## src/rtl/serial_rx_ram.sv

```systemverilog
// Serial receiver that turns 16-bit UART-style frames into RAM write cycles.
// Valid frames are written at an auto-incrementing 8-bit address; bad stop bits pulse frame_err.
module serial_rx_ram #(
  parameter int BIT_TICKS = 16
) (
  input  logic        sysclk,
  input  logic        reset,
  input  logic        serialIn,
  output logic        write,
  output logic [7:0]  addr,
  output logic [15:0] data_out,
  output logic        busy,
  output logic        frame_err
);

  localparam int TW = $clog2(BIT_TICKS);
  localparam logic [TW-1:0] HALF_END = TW'(BIT_TICKS / 2 - 1);
  localparam logic [TW-1:0] FULL_END = TW'(BIT_TICKS - 1);

  typedef enum logic [2:0] {IDLE, START, DATA, STOP, WAIT_IDLE} state_t;

  state_t         state, state_n;
  logic           rx_q1, rx_s, rx_prev;
  logic [TW-1:0]  tick, tick_n;
  logic [3:0]     bit_cnt, bit_cnt_n;
  logic [15:0]    shift, shift_n, data_n;
  logic           write_n, ferr_n;

  always_ff @(posedge sysclk) begin
    if (reset) begin
      state     <= IDLE;
      rx_q1     <= 1'b1;
      rx_s      <= 1'b1;
      rx_prev   <= 1'b1;
      tick      <= '0;
      bit_cnt   <= '0;
      shift     <= '0;
      write     <= 1'b0;
      frame_err <= 1'b0;
      addr      <= '0;
      data_out  <= '0;
    end else begin
      state     <= state_n;
      rx_q1     <= serialIn;
      rx_s      <= rx_q1;
      rx_prev   <= rx_s;
      tick      <= tick_n;
      bit_cnt   <= bit_cnt_n;
      shift     <= shift_n;
      write     <= write_n;
      frame_err <= ferr_n;
      data_out  <= data_n;
      // Address advances the cycle after the strobe so the RAM sees a stable addr during write.
      if (write) addr <= addr + 8'd1;
    end
  end

  always_comb begin
    state_n   = state;
    tick_n    = tick;
    bit_cnt_n = bit_cnt;
    shift_n   = shift;
    data_n    = data_out;
    write_n   = 1'b0;
    ferr_n    = 1'b0;
    case (state)
      IDLE: begin
        if (rx_prev && !rx_s) begin
          state_n = START;
          tick_n  = '0;
        end
      end
      START: begin
        if (tick == HALF_END) begin
          tick_n    = '0;
          bit_cnt_n = '0;
          state_n   = rx_s ? IDLE : DATA;
        end else begin
          tick_n = tick + 1'b1;
        end
      end
      DATA: begin
        if (tick == FULL_END) begin
          tick_n           = '0;
          shift_n[bit_cnt] = rx_s;
          if (bit_cnt == 4'd15) begin
            bit_cnt_n = '0;
            state_n   = STOP;
          end else begin
            bit_cnt_n = bit_cnt + 4'd1;
          end
        end else begin
          tick_n = tick + 1'b1;
        end
      end
      STOP: begin
        if (tick == FULL_END) begin
          tick_n = '0;
          if (rx_s) begin
            write_n = 1'b1;
            data_n  = shift;
            state_n = IDLE;
          end else begin
            ferr_n  = 1'b1;
            state_n = WAIT_IDLE;
          end
        end else begin
          tick_n = tick + 1'b1;
        end
      end
      WAIT_IDLE: begin
        if (rx_s) state_n = IDLE;
      end
      default: state_n = IDLE;
    endcase
  end

  assign busy = (state != IDLE);

endmodule

```

## config.mk

```make
export PLATFORM = sky130hd
export DESIGN_NAME = serial_rx_ram
export DESIGN_NICKNAME = d
export VERILOG_FILES = /design/src/rtl/serial_rx_ram.sv
export SDC_FILE = /design/constraint.sdc
export NUM_CORES = 1
export LEC_CHECK = 0
export BUFFER_PORTS_ARGS = -buffer_cell sky130_fd_sc_hd__buf_2
export CAP_MARGIN = 20
export CORE_UTILIZATION = 40
export CTS_CLUSTER_SIZE = 20
export DETAILED_ROUTE_END_ITERATION = 7
export HOLD_SLACK_MARGIN = 0.1
export MAX_ROUTING_LAYER = met4
export SETUP_SLACK_MARGIN = 0.1
export SKIP_LAST_GASP = 1
export SYNTH_ARGS = -nofsm -noshare
export SYNTH_HDL_FRONTEND = slang
export SYNTH_SLANG_ARGS = --single-unit
```

## constraint.sdc

```tcl
create_clock -name sysclk -period 2.11 [get_ports sysclk]
set_input_delay 0.422 -clock sysclk [delete_from_list [all_inputs] [get_ports sysclk]]
set_output_delay 0.422 -clock sysclk [all_outputs]
set_load 0.01 [all_outputs]
```

---- After elaboration in Yosys (flattened, before gate mapping) ----
Cells that the tools add are included.
storage, ports and cells
  word-level logic and storage cells ...... 67
  output and inout port bits .............. 27
  bits of input ports ..................... 3
  register bits after elaboration ......... 56
cells by class
  $lt $le $gt $ge ......................... 2
  equal/unequal tests ..................... 13
  mux-type cells .......................... 22
  bitwise operators ....................... 2
  $add $sub $neg .......................... 3
  reductions and logical operators ........ 14
operator list
  cell                                                                           number
  4-bit 2-to-1 mux                                                               6
  3-bit 2-to-1 mux                                                               7
  16-bit bitwise mux                                                             1
  3-bit one-hot mux with 5 select lines                                          1
  2-bit inequality test (second input constant)                                  6
  4-bit one-hot mux with 3 select lines                                          1
  4-bit by 1-bit adder with 4-bit output (second input constant)                 2
  8-bit by 1-bit adder with 8-bit output (second input constant)                 1
  4-bit equality test (second input constant)                                    2
  4-bit one-hot mux with 2 select lines                                          1
  3-bit by 2-bit equality test with 1-bit output (second input constant)         2
  3-bit AND reduction                                                            2
  6-bit AND reduction                                                            1
  3-bit nonzero test                                                             2
  4-bit by 5-bit less-than comparator with 1-bit output (second input constant)  1
  1-bit demux with 4-bit select                                                  1
  4-bit by 3-bit equality test with 1-bit output (second input constant)         1
  4-bit by 1-bit >= comparator with 1-bit output (second input constant)         1
  2-bit AND reduction                                                            2
  3-bit by 1-bit equality test with 1-bit output (second input constant)         1
  3-bit equality test (second input constant)                                    1
  3-bit zero test                                                                1
  1-bit 2-to-1 mux                                                               3
  3-bit OR reduction                                                             1
  other kinds (6)                                                                8

---- Longest topological paths before layout ----
Gate-level depths: netlist of run 1.
  depth after elaboration ................. 5
  gate-level depth with buffers ........... 8
  gate-level depth less buffers ........... 6

---- Least setup slack after synthesis of run 1 ----
Ideal clock, no wire load.
  path type ............................... reg2reg
  start ................................... register tick[0]
  end ..................................... register data_out[0]
  library setup time ...................... 0.128 ns
  cell stages (with the launch flop) ...... 9
  path slack .............................. 0.494 ns
  data required time ...................... 1.982 ns
  period minus slack after synthesis ...... 1.616 ns
  buffers on the path ..................... 3
  arrival time ............................ 1.488 ns
  path through ............................ dfxtp_1 ha_1 buf_2 and4b_1 nand4_1 buf_4 buf_4 mux2i_1 nor2_1
on the way
  longest elaborated chain between the ends .. 2
ends and longest elaborated chain
  item                           RTL line  text
  start, declared                24        logic [TW-1:0] tick, tick_n;
  start signal, assigned         47        tick <= tick_n;
  4-bit equality test            97        if (tick == FULL_END) begin
  3-bit AND reduction (no line)  n/a
  end signal, assigned           52        data_out <= data_n;
  end, declared                  11        output logic [15:0] data_out,
No other way between the ends.
A chain may end at the register's enable or synchronous reset.

---- Worst setup path after layout of run 1 ----
  start ................................... register state[1]
  end ..................................... register shift[0]
on the way
  longest elaborated chain between the ends .. 2
ends and longest elaborated chain
  item                                            RTL line  text
  start, declared                                 22        state_t state, state_n;
  start signal, assigned                          43        state <= state_n;
  3-bit by 2-bit equality test with 1-bit output  66        case (state)
  2-bit AND reduction (no line)                   n/a
  end signal, assigned                            49        shift <= shift_n;
  end, declared                                   26        logic [15:0] shift, shift_n, data_n;
No other way between the ends.

==> results.toml, run 1 <==
[run_status]
outcome = "completed"

[layout]
final_common_cell = "dfxtp_1"
n_antenna_cell = 0
regArea_mm2 = 0.001121
fill_cells = 601
fin_nets = 298
finalNonFillerCells = 365
fin_util = 0.4630
multi_input_area_mm2 = 0.001245
layout-drive-gt1-share = 0.1897
finalInstanceArea_mm2 = 0.002758
final_cell_mix = "dfxtp_1 (56), nor2_1 (46), mux2i_1 (34)"
syn2layout_area_growth_pct = 10.98

[placement]
gp_congestion = 0.8041
dp.cells = 357
placed_area_mm2 = 0.002653
dp_hpwl_mm = 3.196
portBuffers = 29

[flow_run]
drv_cap = 0

[floorplan]
die_area_mm2 = 0.006531
rows = 28
die_h_um = 80.82
start_util = 0.4172
die_x_um = 80.82
io_pins = 30
fp.coreArea_mm2 = 0.005956

[yosys]
synth-edff-count = 0
syn_area_mm2 = 0.002485
syn_area_per_cell_um2 = 9.272
synth_top_family_by_area = "simple AND/OR/NAND/NOR gates"
synth_xor_area_frac = 0.02115
ys_seq_area_frac = 0.4512
synthMuxAreaShare = 0.1370
yosysWarningCount = 0
postSynthCellCount = 268
synth-seq-cells = 56
ys_types = 44
synth_nets = 277
synth_flop_cell = "dfxtp_1"
synth_compound_area_frac = 0.06143
synthAdderAreaFrac = 0.03021
ys_async_sr_fraction = 0
synthSimpleGateAreaFrac = 0.2477

[timing]
worstMarginPinSlew_ns = 0.5146
layout_min_cycle_time_ns = 1.834
fin_crit_sh = 0.8694
skew_ns = 0.009764
relSlewSlack = 0.6562
hold_viol_final = 0
setup_viol = 0
rsz0062_at_grt = "false"
maxSlewViolCount = 0
finalSetupTns_ns = 0
max_freq_mhz = 545.1

[route]
drc_errors = 0
drt-total-wl_mm = 4.715
firstDrtPassIters = 4
drt_iter0_markers = 132
vias = 1860
wl_per_cell_um = 12.92
ant_nets = 0
drt-vias-per-instance = 5.096

[critical_path]
cp.arrival_ns = 2.04
max_stage_delay_ns = 0.56
cp_top_family = "simple AND/OR/NAND/NOR gates"
crit_slowest_cell = "dfxtp_1"
cp_data_required_time_ns = 2.31
path_buf_inv = 0
cp-end-kind = "flip-flop"
critPathMaxFanout = 16
worst_setup_path_start_kind = "flip-flop"
path_class = "reg -> reg"
crit_chain = "nand4b_2, nor4_1, mux2i_1, nor2_1"

[grt]
grt_pass1_wl_mm = 8.086
grt_pass1_vias = 1652
antenna_found_initial = 0
track_usage = 0.1645
grt_overflow = 0
grt_max_degree = 23

[power]
power_mw = 1.933
cellPowerDensity_mw_per_mm2 = 700.8
peakVddDrop_v = 0.0003649
leakage_nw = 1.196

[clocking]
postCtsSetupRepairBufs = 0
cts.sinks = 56
clock_path_buffers = 2
numCtsBuffers = 5
clk_pin_slew_ns = 0.10
cts_max_level = 2
cts_tree = "built"
hold_buffers = 0
clock_latency_ns = 0.30
clockRootBuffer = "clkbuf_8"

[min_path]
hp-class = "in -> reg"
-- layout make-up --
type	count	share of cell area
inverters	5	0.006806
well taps	75	0.03403
clock buffers	6	0.02995
multi-input cells	187	0.4515
flip-flops and latches	56	0.4065
repair buffers	34	0.06624
clock inverters	2	0.004991
-- report_power, final --
part	leakage (nW)	internal [mW]	switching [mW]	total (mW)
Sequential	0.452	1.08	0.0356	1.11
Combinational	0.692	0.0888	0.117	0.206
Clock	0.0516	0.269	0.342	0.612
Total	1.20	1.44	0.495	1.93
-- path summary, 6_finish.rpt --
check | slack (ns) | to | from | cells past startpoint
worst min register to register | 0.42 | rx_s | rx_q1 | 1
worst max register to register | 0.28 | shift[0] | state[1] | 4
worst min-delay path | 0.30 | rx_q1 | serialIn | 2
worst max-delay path | 0.28 | shift[0] | state[1] | 4
-- kinds of logic (layout without fill, tap and decap cells) --
group / Yosys count / in the layout
AND/OR/NAND/NOR: 117 / 117
adder cells (fa/ha/maj): 6 / 6
AO/OA/AOI/OAI: 24 / 24
buffers and inverters: 25 / 47
XOR/XNOR: 6 / 6
flip-flops: 56 / 56
multiplexers: 34 / 34
-- state kept, by name, summed over array words and instances (netlist names) --
name and cells:
data_out 16, bit_cnt 4, addr 8, rx_prev 1, frame_err 1, tick 4, rx_q1 1, write 1
shift 16, state 3, rx_s 1
-- synthesized netlist by cell type (2+ instances only) --
master,instances,area share
nand4_1,4,0.010
nor4_1,5,0.013
o21ai_0,6,0.012
inv_1,5,0.0076
nand2_1,10,0.015
buf_2,3,0.0060
nor2_1,47,0.071
xnor2_1,2,0.0071
buf_6,2,0.0091
nand2b_1,4,0.010
nand3_1,5,0.010
or3_1,2,0.0050
xor2_1,4,0.014
clkbuf_1,10,0.015
mux2i_1,34,0.14
or2_2,5,0.013
and3_1,2,0.0050
dfxtp_1,56,0.45
nor3_1,14,0.028
a21oi_1,10,0.020
buf_4,4,0.012
ha_1,6,0.030
or2b_1,2,0.0060
and4b_1,2,0.0081
or4_1,2,0.0060
nand3b_1,4,0.012
-- metal layers --
metal | track usage | wire length (um) | vias up
met2 | 0.2403 | 2079 | 27
li1 | - | - | 965
met5 | - | 0 | -
met3 | 0.03371 | 135 | 4
met4 | 0.04286 | 44 | 0
met1 | 0.2296 | 2456 | 864
-- what timing repair did --
item	4_1_cts	5_1_grt
endpoints found under the setup margin	0	2
endpoints found under the hold margin	0	0
gates resized for setup	0	2
-- per-stage QoR --
step / hold slack, ns / worst slack, ns
floorplan: 0.3895 / 0.4944
global route: 0.2856 / 0.1230
finish: 0.2998 / 0.2756
detailed placement: 0.3975 / 0.3073
CTS: 0.2961 / 0.2063
global placement: 0.3961 / 0.3375
Note: power is estimated with default switching activity, not from simulation.
==> run 2: changes to the inputs <==
--- a/config.mk
+++ b/config.mk
@@ -7,11 +7,13 @@
 export LEC_CHECK = 0
 export BUFFER_PORTS_ARGS = -buffer_cell sky130_fd_sc_hd__buf_2
 export CAP_MARGIN = 20
-export CORE_UTILIZATION = 40
-export CTS_CLUSTER_SIZE = 20
+export CELL_PAD_IN_SITES_DETAIL_PLACEMENT = 2
+export CELL_PAD_IN_SITES_GLOBAL_PLACEMENT = 2
+export CORE_UTILIZATION = 35
 export DETAILED_ROUTE_END_ITERATION = 7
 export HOLD_SLACK_MARGIN = 0.1
 export MAX_ROUTING_LAYER = met4
+export PLACE_DENSITY = 0.76
 export SETUP_SLACK_MARGIN = 0.1
 export SKIP_LAST_GASP = 1
 export SYNTH_ARGS = -nofsm -noshare
==> results.toml, run 2 (synthesized netlist as in run 1, its figures left out) <==
[grt]
grt_pass1_vias = 2037
grt_overflow = 0
grt_pass1_wl_mm = 9.804
grt_max_degree = 23
track_usage = 0.1703
antenna_found_initial = 0

[run_status]
outcome = "completed"

[route]
wl_met1_mm = 2.730
vias = 1945
highest_layer = "met4"
wl_met3_um = 146
drt_iter0_markers = 69
drt-total-wl_mm = 5.680
wl_per_cell_um = 14.68
firstDrtPassIters = 4
ant_nets = 0
drt-vias-per-instance = 5.026
wl_met2_mm = 2.749
drc_errors = 0

[timing]
worstMarginPinSlew_ns = 0.5529
max_freq_mhz = 544.8
rsz0062_at_grt = "false"
hold_viol_final = 0
maxSlewViolCount = 0
skew_ns = 0.005886
finalSetupTns_ns = 0
setup_viol = 0
layout_min_cycle_time_ns = 1.835
relSlewSlack = 0.6306
fin_crit_sh = 0.8699

[floorplan]
rows = 30
die_area_mm2 = 0.007441
die_x_um = 86.26
fp.coreArea_mm2 = 0.006832
io_pins = 30
die_h_um = 86.26
start_util = 0.3637

[power]
peakVddDrop_v = 0.0003654
cellPowerDensity_mw_per_mm2 = 690.6
leakage_nw = 1.213

[layout]
fill_cells = 788
finalNonFillerCells = 387
top_regs = "data_out: 16 flops, shift: 16 flops, addr: 8 flops"
final_cell_mix = "dfxtp_1 (56), nor2_1 (46), mux2i_1 (34)"
layout-drive-gt1-share = 0.1856
final_common_cell = "dfxtp_1"
fin_util = 0.4079
n_antenna_cell = 0
fin_nets = 300
syn2layout_area_growth_pct = 12.13

[min_path]
hp-class = "in -> reg"

[flow_run]
drv_cap = 0

[placement]
dp.cells = 380
portBuffers = 29
gp_congestion = 0.7380
dp_hpwl_mm = 4.065

[clocking]
clock_latency_ns = 0.31
hold_buffers = 0
cts.sinks = 56
clockRootBuffer = "clkbuf_8"
clk_pin_slew_ns = 0.10
numCtsBuffers = 5
cts_tree = "built"
clock_path_buffers = 2
cts_max_level = 2

[critical_path]
critPathMaxFanout = 12
worst_setup_path_start_kind = "flip-flop"
cp.arrival_ns = 2.08
r2r_slack_ns = 0.27
path_class = "reg -> reg"
cp_data_required_time_ns = 2.35
cp-end-kind = "flip-flop"
## run 2: worst max-delay path: stages (launching register included)
cell,delay (ns)
dfxtp_1,0.61
nor3b_2,0.29
o211ai_2,0.18
or4_1,0.54
a21oi_1,0.14
## run 2: layout make-up
class / instances / area [um2] / area share
clock inverters: 1 / 8.758 / 0.003143
inverters: 5 / 18.77 / 0.006736
repair buffers: 36 / 197.7 / 0.07095
well taps: 96 / 120.1 / 0.04311
clock buffers: 6 / 72.57 / 0.02604
multi-input cells: 187 / 1247 / 0.4477
flip-flops and latches: 56 / 1121 / 0.4023
## run 2: per-layer routing
metal | global-route usage | vias up
li1 | - | 968
met1 | 0.2107 | 948
met2 | 0.2850 | 24
met3 | 0.03429 | 5
met4 | 0.04242 | 0
met5 | - | -
## run 2: path summary, 6_finish.rpt
check	start	depth (start not counted)	end
min	serialIn	2	rx_q1
max	state[0]	4	bit_cnt[3]
min reg2reg	rx_q1	1	rx_s
max reg2reg	state[0]	4	bit_cnt[3]
## run 2: repair_timing
action | CTS | global route
endpoints found under the setup margin | 0 | 3
buffers inserted | 0 | 0
resized for setup | 0 | 2
## run 2: stage by stage
| stage | setup WS [ns] | power, mW | cell area (um2) | hold slack, ns |
|---|---|---|---|---|
| floorplan | 0.4944 | 1.311 | 2485 | 0.3895 |
| global placement | 0.3459 | 1.349 | 2694 | 0.3941 |
| detailed placement | 0.1875 | 1.359 | 2694 | 0.4285 |
| CTS | 0.1669 | 1.943 | 2775 | 0.2883 |
| global route | 0.1361 | 2.020 | 2786 | 0.2790 |
| finish | 0.2746 | 1.924 | 2786 | 0.2931 |
## run 2: power breakdown
part           switching [mW]  internal, mW
sequential             0.0468          1.08
combinational           0.128        0.0934
clock                   0.343         0.233
==> run 3: changes to the inputs <==
--- a/config.mk
+++ b/config.mk
@@ -5,7 +5,7 @@
 export SDC_FILE = /design/constraint.sdc
 export NUM_CORES = 1
 export LEC_CHECK = 0
-export BUFFER_PORTS_ARGS = -buffer_cell sky130_fd_sc_hd__buf_2
+export BUFFER_PORTS_ARGS = -buffer_cell sky130_fd_sc_hd__buf_4
 export CAP_MARGIN = 20
 export CELL_PAD_IN_SITES_DETAIL_PLACEMENT = 2
 export CELL_PAD_IN_SITES_GLOBAL_PLACEMENT = 2
==> results.toml, run 3 (synthesized netlist as in run 1, its figures left out) <==
[run_status]
outcome = "completed"

[timing]
setup_viol = 0
worstMarginPinSlew_ns = 0.6261
fin_crit_sh = 0.9399
worst_slack_ns = 0.1267
maxSlewViolCount = 0
rsz0062_at_grt = "true"
relSlewSlack = 0.5817
skew_ns = 0.01716
max_freq_mhz = 504.2
hold_viol_final = 0
layout_min_cycle_time_ns = 1.983
finalSetupTns_ns = 0

[floorplan]
rows = 30
io_pins = 30
start_util = 0.3637
die_area_mm2 = 0.007441
die_x_um = 86.26
die_h_um = 86.26
fp.coreArea_mm2 = 0.006832

[layout]
layout-drive-gt1-share = 0.1862
final_cell_mix = "dfxtp_1 (56), nor2_1 (47), mux2i_1 (34), buf_4 (34), nor3_1 (14)"
syn2layout_area_growth_pct = 14.85
finalInstanceArea_mm2 = 0.002854
top_regs = "data_out: 16 flops, shift: 16 flops, addr: 8 flops"
n_antenna_cell = 0
fin_nets = 298
final_common_cell = "dfxtp_1"
fill_cells = 784

[route]
highest_layer = "met4"
wl_met1_mm = 2.886
wl_per_cell_um = 15.41
firstDrtPassIters = 4
drt_iter0_markers = 97
wl_met2_mm = 2.907
ant_nets = 0
drt-total-wl_mm = 5.949
drc_errors = 0
wl_met3_um = 119
vias = 1948
drt-vias-per-instance = 5.047

[critical_path]
crit_chain = "nor2_1, nand2_1, buf_4"
critPathMaxFanout = 10
cp.arrival_ns = 1.56
path_class = "reg -> out"
worst_setup_path_start_kind = "flip-flop"
critPathLaunch = "state[1]"
reg2regPathDepth = 4
max_stage_delay_ns = 0.50
cp-end-kind = "output port"
crit_slowest_cell = "nor2_1"
cp_data_required_time_ns = 1.69
r2r_start = "state[1]"

[power]
p_clk_frac = 0.323
power_frac_seq = 0.566
comb_power_share = 0.111
cellPowerDensity_mw_per_mm2 = 694.5
internal_power_mw = 1.441
peakVddDrop_v = 0.0002749
switching_power_mw = 0.5406
swShare = 0.2728
leakage_nw = 1.194

[placement]
placed_area_mm2 = 0.002751
dp_hpwl_mm = 4.029
gp_congestion = 0.7468
portBuffers = 29
dp_worst_setup_slack_ns = 0.2865

[grt]
grt_pass1_vias = 2007
grt_max_degree = 39
grt_overflow = 0
antenna_found_initial = 0
grt_pass1_wl_mm = 10.12
track_usage = 0.1776

[clocking]
cts.sinks = 56
numCtsBuffers = 5
ctsResizeCount = 0
clock_latency_ns = 0.32
clock_path_buffers = 2
clockRootBuffer = "clkbuf_8"
clk_pin_slew_ns = 0.12
cts_max_level = 2
hold_buffers = 0
postCtsSetupRepairBufs = 0
cts_tree = "built"

[min_path]
hp-class = "in -> reg"
hp-start = "serialIn"
whs_path_depth = 2

[flow_run]
drv_cap = 0
## run 3: critical path: cells and delay by family (launching register included)
kind	cells	cell delay, ns
simple gates	2	0.63
buf+inv	1	0.17
flops	1	0.45
## run 3: path summary, 6_finish.rpt
| path | to | slack (ns) |
|---|---|---|
| max reg2reg | shift[3] | 0.13 |
| min | rx_q1 | 0.30 |
| min reg2reg | rx_s | 0.42 |
| max | busy | 0.13 |
## run 3: power groups by stage
stage / Sequential [mW] / Combinational [mW] / Clock (mW)
finish: 1.12 / 0.220 / 0.641
global route: 1.13 / 0.246 / 0.712
CTS: 1.12 / 0.225 / 0.674
detailed placement: 1.14 / 0.224 / 0
global placement: 1.14 / 0.214 / 0
floorplan: 1.12 / 0.194 / 0
## run 3: per-layer routing
layer | up-vias | GRT usage
met2 | 21 | 0.2908
met4 | 0 | 0.04091
met3 | 4 | 0.03143
met1 | 961 | 0.2289
li1 | 962 | -
met5 | - | -
## run 3: through the flow
step             util  cells  power, mW  hold WS [ns]
2_1_floorplan       -    268      1.311        0.3895
3_5_place_dp   0.4027    378      1.367        0.4030
5_1_grt        0.4178    386      2.089        0.2792
3_3_place_gp   0.4027    378      1.352        0.3924
6_report       0.4178    386      1.982        0.3000
4_1_cts        0.4169    386      2.020        0.2885
## run 3: area by class of cell
cell class	count	area, um2	area share
clock buffers	6	82.58	0.02893
clock inverters	2	13.76	0.004822
inverters	5	18.77	0.006576
multi-input cells	187	1242	0.4353
flip-flops and latches	56	1121	0.3928
well taps	96	120.1	0.04209
repair buffers	34	255.2	0.08943
